## config.mk

```make
export PLATFORM = sky130hd
export DESIGN_NAME = mul_sqrt_2
export DESIGN_NICKNAME = d
export VERILOG_FILES = /design/src/rtl/mul_sqrt_2.sv
export SDC_FILE = /design/constraint.sdc
export NUM_CORES = 1
export LEC_CHECK = 0
export ABC_AREA = 1
export BUFFER_PORTS_ARGS = -buffer_cell sky130_fd_sc_hd__buf_2
export CAP_MARGIN = 0
export CORE_MARGIN = 8
export CORE_UTILIZATION = 25
export DETAILED_ROUTE_END_ITERATION = 8
export PLACE_DENSITY = 0.4
export SETUP_SLACK_MARGIN = 0.3
export SYNTH_ARGS = -nofsm -noshare
export SYNTH_HDL_FRONTEND = slang
export SYNTH_SLANG_ARGS = --single-unit
```

## constraint.sdc

```tcl
create_clock -name clk -period 3.3 [get_ports clk]
set_input_delay 0.33 -clock clk [delete_from_list [all_inputs] [get_ports clk]]
set_output_delay 0.33 -clock clk [all_outputs]
set_load 0.05 [all_outputs]
```

## src/rtl/mul_sqrt_2.sv

```systemverilog
// mul_sqrt_2 -- sequential shift-add multiply of a signed sample by sqrt(2).
//
// Scales a signed WIDTH-bit sample by K = sqrt(2) in unsigned Q1.15. This
// undoes the 1/sqrt(2) twiddle scaling on the inverse-transform path. One bit
// of K is consumed per cycle, so no hardware multiplier is used. The product is
// rounded half toward +inf and saturated to the signed WIDTH-bit range.
//
// Ports:
//   clk    in   1      clock, rising edge
//   rst    in   1      synchronous active-high reset
//   start  in   1      request, sampled only while idle
//   a      in   WIDTH  signed operand, captured on the accepting edge
//   busy   out  1      operation in flight (accumulate or finish phase)
//   done   out  1      one-cycle pulse when result/ovf update
//   result out  WIDTH  signed rounded, saturated a*sqrt(2), held until next done
//   ovf    out  1      saturation flag of the last completed operation
module mul_sqrt_2 #(
  parameter int          WIDTH = 16,
  parameter logic [15:0] K     = 16'd46341,
  parameter int          FRAC  = 15
) (
  input  logic                    clk,
  input  logic                    rst,
  input  logic                    start,
  input  logic signed [WIDTH-1:0] a,
  output logic                    busy,
  output logic                    done,
  output logic signed [WIDTH-1:0] result,
  output logic                    ovf
);

  // |a*K| < 2^31, plus the rounding offset, fits a 33-bit signed accumulator.
  localparam int ACC_W = WIDTH + 17;
  localparam int KBITS = 16;
  localparam int CNT_W = 4;

  localparam logic signed [ACC_W-1:0] HALF  = ACC_W'(2 ** (FRAC - 1));
  localparam logic signed [ACC_W-1:0] MAX_V = ACC_W'((2 ** (WIDTH - 1)) - 1);
  localparam logic signed [ACC_W-1:0] MIN_V = ACC_W'(-(2 ** (WIDTH - 1)));

  typedef enum logic [1:0] {
    IDLE   = 2'd0,
    RUN    = 2'd1,
    FINISH = 2'd2
  } state_t;

  state_t                   state_q;
  logic signed [ACC_W-1:0]  a_ext_q;
  logic signed [ACC_W-1:0]  acc_q;
  logic        [CNT_W-1:0]  cnt_q;
  logic signed [WIDTH-1:0]  result_q;
  logic                     ovf_q;
  logic                     busy_q;
  logic                     done_q;

  logic signed [ACC_W-1:0]  rnd_d;
  logic signed [WIDTH-1:0]  result_d;
  logic                     ovf_d;

  // Round half toward +inf: add half an LSB, then arithmetic shift (floor).
  function automatic logic signed [ACC_W-1:0] round_q(
    input logic signed [ACC_W-1:0] acc
  );
    return (acc + HALF) >>> FRAC;
  endfunction

  function automatic logic signed [WIDTH-1:0] sat_val(
    input logic signed [ACC_W-1:0] r
  );
    if (r > MAX_V)      return MAX_V[WIDTH-1:0];
    else if (r < MIN_V) return MIN_V[WIDTH-1:0];
    else                return r[WIDTH-1:0];
  endfunction

  function automatic logic sat_flag(input logic signed [ACC_W-1:0] r);
    return (r > MAX_V) || (r < MIN_V);
  endfunction

  always_comb begin
    rnd_d    = round_q(acc_q);
    result_d = sat_val(rnd_d);
    ovf_d    = sat_flag(rnd_d);
  end

  always_ff @(posedge clk) begin
    if (rst) begin
      state_q  <= IDLE;
      a_ext_q  <= '0;
      acc_q    <= '0;
      cnt_q    <= '0;
      result_q <= '0;
      ovf_q    <= 1'b0;
      busy_q   <= 1'b0;
      done_q   <= 1'b0;
    end else begin
      done_q <= 1'b0;
      case (state_q)
        // Accept: capture operand sign-extended, clear the accumulator.
        IDLE: begin
          if (start) begin
            a_ext_q <= {{(ACC_W - WIDTH){a[WIDTH-1]}}, a};
            acc_q   <= '0;
            cnt_q   <= '0;
            busy_q  <= 1'b1;
            state_q <= RUN;
          end
        end
        // Accumulate: one constant bit per cycle, always all 16 bits.
        RUN: begin
          if (K[cnt_q]) begin
            acc_q <= acc_q + (a_ext_q <<< cnt_q);
          end
          if (cnt_q == CNT_W'(KBITS - 1)) begin
            state_q <= FINISH;
          end else begin
            cnt_q <= cnt_q + 4'd1;
          end
        end
        // Finish: register rounded/saturated result and pulse done.
        FINISH: begin
          result_q <= result_d;
          ovf_q    <= ovf_d;
          done_q   <= 1'b1;
          busy_q   <= 1'b0;
          state_q  <= IDLE;
        end
        default: begin
          state_q <= IDLE;
          busy_q  <= 1'b0;
        end
      endcase
    end
  end

  assign busy   = busy_q;
  assign done   = done_q;
  assign result = result_q;
  assign ovf    = ovf_q;

endmodule

```

# Word level (Yosys, flattened, before mapping)

Memories as Yosys holds them, arrays and structs flattened. A register that Yosys moved wholly into a read port is not among the register bits.
Index checks and enable logic that the tools add are counted.

Order comparisons: 3
Bitwise logic cells: 1
$add $sub $neg: 3
Reduce and logical (&&, ||, !) cells: 8
Shifts and indexed selects: 1
Equality and inequality tests: 7
Mux-type cells: 17

Operator list:

| operator                                                      | count |
|---|---|
| two-way mux 33 bit                                            | 2 |
| one-hot mux 33 bit (2 select lines)                           | 1 |
| adder 33 x 16 -> 33 bit (second input constant)               | 1 |
| adder 33 bit                                                  | 1 |
| <<< shifter 16 x 4 -> 33 bit                                  | 1 |
| two-way mux 16 bit                                            | 2 |
| > comparator 18 x 16 -> 1 bit (second input constant)         | 1 |
| less-than comparator 18 x 16 -> 1 bit (second input constant) | 1 |
| two-way mux 4 bit                                             | 4 |
| != test 2 bit (second input constant)                         | 4 |
| one-hot mux 4 bit (2 select lines)                            | 1 |
| AND reduction 2 bit                                           | 3 |
| AND reduction 3 bit                                           | 2 |
| less-than comparator 4 x 5 -> 1 bit (second input constant)   | 1 |
| adder 4 x 1 -> 4 bit (second input constant)                  | 1 |
| equality test 4 bit (second input constant)                   | 1 |
| two-way mux 2 bit                                             | 2 |
| one-hot mux 2 bit (2 select lines)                            | 1 |
| two-way mux 1 bit                                             | 3 |
| equality test 2 x 1 -> 1 bit (second input constant)          | 1 |
| equality test 2 bit (second input constant)                   | 1 |
| logical NOT 2 bit                                             | 1 |
| one-hot mux 1 bit (2 select lines)                            | 1 |
| nonzero test 2 bit                                            | 1 |
| 2 further kinds                                               | 2 |

Output and inout port bits: 19
Memories kept: 1
Word-level logic and storage cells: 49
Register bits after elaboration: 74
Bits in read-only memories: 16

Memory list:

| memory          | words | width | rd ports | clocked after Yosys merged registers in | write ports | line | text |
|---|---|---|---|---|---|---|---|
| (no name shown) | 16    | 1     | 1        | 1                                       | 0           | 110  | `if (K[cnt_q]) begin` |

# Depth between registers and ports, before layout

Depth after elaboration: 5
Gate-level depth with buffers: 24

# Least setup slack after synthesis

Ideal clock, no wire load.

Path kind: flip-flop to flip-flop
From: register cnt_q[0]
To: register acc_q[23]
Stages on the path, launching flop included: 22
Clock period less this slack: 2582 ps
Data required time: 3168 ps
Setup slack: 718 ps
Buffers on the path: 2
Arrival: 2449 ps
Cell sequence: dfxtp_1 -> buf_2 -> inv_1 -> buf_2 -> nand2_1 -> nand2_1 -> o21ai_0 -> nor2_1 -> a31oi_1 -> nor2_1 -> ha_1 -> nand2_1 -> nor2_1 -> nand3_1 -> nand2_1 -> nand2_1 -> nand2_1 -> nand2_1 -> nand2_1 -> nand2_1 -> nand3_1 -> a21oi_1

Longest elaborated chain between the ends: 4

Ends and longest elaborated chain:

| item                                | line | text |
|---|---|---|
| start: declaration                  | 50   | `logic [CNT_W-1:0] cnt_q;` |
| start signal: assignment            | 116  | `cnt_q <= cnt_q + 4'd1;` |
| <<< shifter 16 x 4 -> 33 bit        | 111  | `acc_q <= acc_q + (a_ext_q <<< cnt_q);` |
| adder 33 bit                        | 111  |  |
| two-way mux 33 bit                  | 110  |  |
| one-hot mux 33 bit (2 select lines) | 97   | `case (state_q)` |
| end signal: assignment              | 111  |  |
| end: declaration                    | 49   | `logic signed [ACC_W-1:0] acc_q;` |

Every way passes these cells. The select of a mux whose other input is x is not followed.
A chain may end at the register's enable or synchronous reset.

# Final worst setup path

From: register cnt_q[3]
To: register acc_q[27]

The elaborated chain is that of the path after synthesis.

==> results.yml <==
outcome:
  status: "completed"
drt:
  routed_wl_um: 21800
  via_per_inst: 4.47
  drtIter0Drc: 340
  first_pass_iters: 5
  route.detailed.drc: 0
  ant_nets: 0
  vias: 6829
  wl_per_cell_um: 14.3
clock_tree:
  clkSinkCount: 75
  cts_tree: "yes"
  clockRootBuffer: "clkbuf_16"
  cts_buffers: 9
  cts_htree_levels: 3
  clk_path_buf_depth: 2
  clk_pin_slew_worst_paths_ns: 0.07
  insertion_delay_ns: 0.35
layout:
  drive_gt1_share_pct: 19.2
  syn_to_final_growth_pct: 21.8
  fill_cells: 2968
  final_nets: 1243
  diodes: 0
grt:
  grt_pass1_wl_um: 34200
  grt_usage_pct: 13.8
  first_global_vias: 6341
  antenna_found_initial: 0
  grt_max_degree: 34
  grt_overflow_total: 0
hold_path:
  min_path_type: "input pin to flop"
  min_path_cells: 3
sta:
  skew_ns: 0.00671
  rsz0062_at_grt: "yes"
  setup_ws_ns: 0.506
  finalSetupViolations: 0
  relSlewSlack_pct: 32.4
  hold_viol: 0
  hold_ws_ns: 0.232
  min_period_over_period_pct: 84.7
  worst_pin_slew_ns: 1.01
  max_freq_mhz: 358
  tns_ns: 0
  min_period_ns: 2.79
  drv_slew: 0
critical_path:
  setup.worst_path.class: "flop to flop"
  arrival_ns: 3.08
  reg2reg_depth: 14
  crit_chain: "clkinvlp_2 -> o21ai_1 -> ha_1 -> nand2_1 -> inv_1 -> nand2_1 -> nand2_1 -> inv_1 -> nand2_1 -> a21oi_2 -> nand2_1 -> nand2_1 -> nand3_1 -> a21oi_1"
  path_max_fanout: 12
  start_kind: "flop"
  crit_path_max_incr_delay_ns: 0.53
  critical_path.most_common_cell: "nand2_1"
  crit_path_top_delay_cell: "clkinvlp_2"
  cp.required_ns: 3.59
  end_kind: "flop"
placement:
  portBuffers: 37
  dpl.hpwl_um: 17100
  globalplace.congestion: 0.856
  dp_slack_ns: 0.235
yosys:
  synthCells: 1141
  seq_area_frac_synth_pct: 23.0
  ys_ff_latch: 75
  synth-main-ff-cell: "dfxtp_1"
  synth_top_area_share_pct: 23.5
  synth_cell_type_count: 41
  synth_nets: 1195
  yosys_warnings: 0
  synth_area_leader_cell: "nand2_1"
  async_reset_ff_share_pct: 0
  syn-cell-area_mm2: 0.00652
  syn_area_per_cell_um2: 5.71
  synth_area_leaders: "nand2_1, dfxtp_1, inv_1"
  synth_edf_count: 0
die:
  coreArea_mm2: 0.0258
  ioPinCount: 38
  row_count: 59
  start_util_pct: 25.2
  die_w_um: 177
  die-height_um: 177
  dieArea_mm2: 0.0315
power_and_ir_drop:
  p_per_area_mw_per_mm2: 366
  p_leak_uw: 0.00385
  peakVddDrop_mv: 0.211
  total_power_uw: 2900
run:
  cap_viol_max_count: 0
final timing paths:
check                start          end  slack [ns]
hold / removal       a[11]  a_ext_q[11]        0.23
setup / recovery  cnt_q[3]    acc_q[27]        0.51
setup reg to reg  cnt_q[3]    acc_q[27]        0.51
hold reg to reg       busy         busy        0.47
cells in the final DEF, fill, tap and decap left out, types with 8 or more instances in the layout:
cell type,instances
a21oi_1,67
a21oi_2,21
buf_2,37
buf_4,30
clkbuf_16,9
dfxtp_1,74
ha_1,22
inv_1,152
nand2_1,387
nand2_2,36
nand3_1,52
nor2_1,88
nor2_2,17
nor2_4,8
o21ai_0,56
o21ai_1,28
o21ai_2,15
where the power goes:
part           internal, uW  switching, uW  total (uW)
Sequential              944           45.2         989
Combinational           233            409         642
Clock                   817            452        1270
Total                  1990            907        2900
kinds of logic (layout without fill, tap and decap cells):
| group | Yosys count | after routing | synth area share [%] |
|---|---|---|---|
| buf+inv | 197 | 249 | 11.9 |
| mux | 1 | 1 | 0.154 |
| simple gates | 625 | 625 | 40.2 |
| xor+xnor | 11 | 11 | 1.48 |
| fa+ha+maj | 35 | 35 | 6.83 |
| compound gates | 197 | 197 | 16.4 |
| flops | 75 | 75 | 23.0 |
layout make-up:
type	count	area (um2)	share of cell area, %
clock buffer	9	225	2.84
clock inverter	6	138	1.73
inverter	164	626	7.88
multi-input combinational	869	4580	57.8
sequential	75	1510	19.0
tap	335	419	5.28
timing repair buffer	68	425	5.36
timing repair inverter	2	12.5	0.158
metal layers:
metal | global-route usage, % | part of all wire [%] | vias to the layer above
met3 | 1.83 | 2.5 | 15
met4 | 2.92 | 1.1 | 0
met5 | 0 | 0 | -
met2 | 23.1 | 47 | 54
li1 | - | - | 3687
met1 | 18.5 | 50 | 3073
sequential cells by signal, indices dropped and copies added, names as in the netlist, named ones only:
name / cells
busy: 1
done: 1
cnt_q: 4
state_q: 2
a_ext_q: 16
acc_q: 33
ovf: 1
result: 16
cell usage after synthesis, drive strengths merged (7+ instances only):
library cell,n
inv,162
dfxtp,75
nand2,427
nor2,113
nand3,57
o21ai,99
nor3,7
ha,34
a21oi,89
or2,7
buf,13
xnor2,7
clkbuf,20
critical path: cells and delay by family (launching register included):
kind	cells	cell delay, ns
adder cells (fa/ha/maj)	1	0.34
flip-flops	1	0.47
AO/OA/AOI/OAI	3	0.71
AND/OR/NAND/NOR	7	0.56
buffers and inverters	3	0.65
what timing repair did:
item                       4_1_cts  5_1_grt
pin swaps                        2       23
cloned                           0        2
setup buffers                    1       13
resized for setup                4      133
setup endpoints to repair       13       25
hold buffers                     0        0
through the flow:
| step | utilization (%) | cell area, um2 | instances |
|---|---|---|---|
| final | 30.7 | 7940 | 1528 |
| after global routing | 30.7 | 7940 | 1528 |
| after CTS | 28.9 | 7470 | 1513 |
| after detailed placement | 27.4 | 7090 | 1497 |
| after global placement | 27.4 | 7090 | 1497 |
| after floorplan | - | 6520 | 1141 |
(Power assumes the default switching activity.)
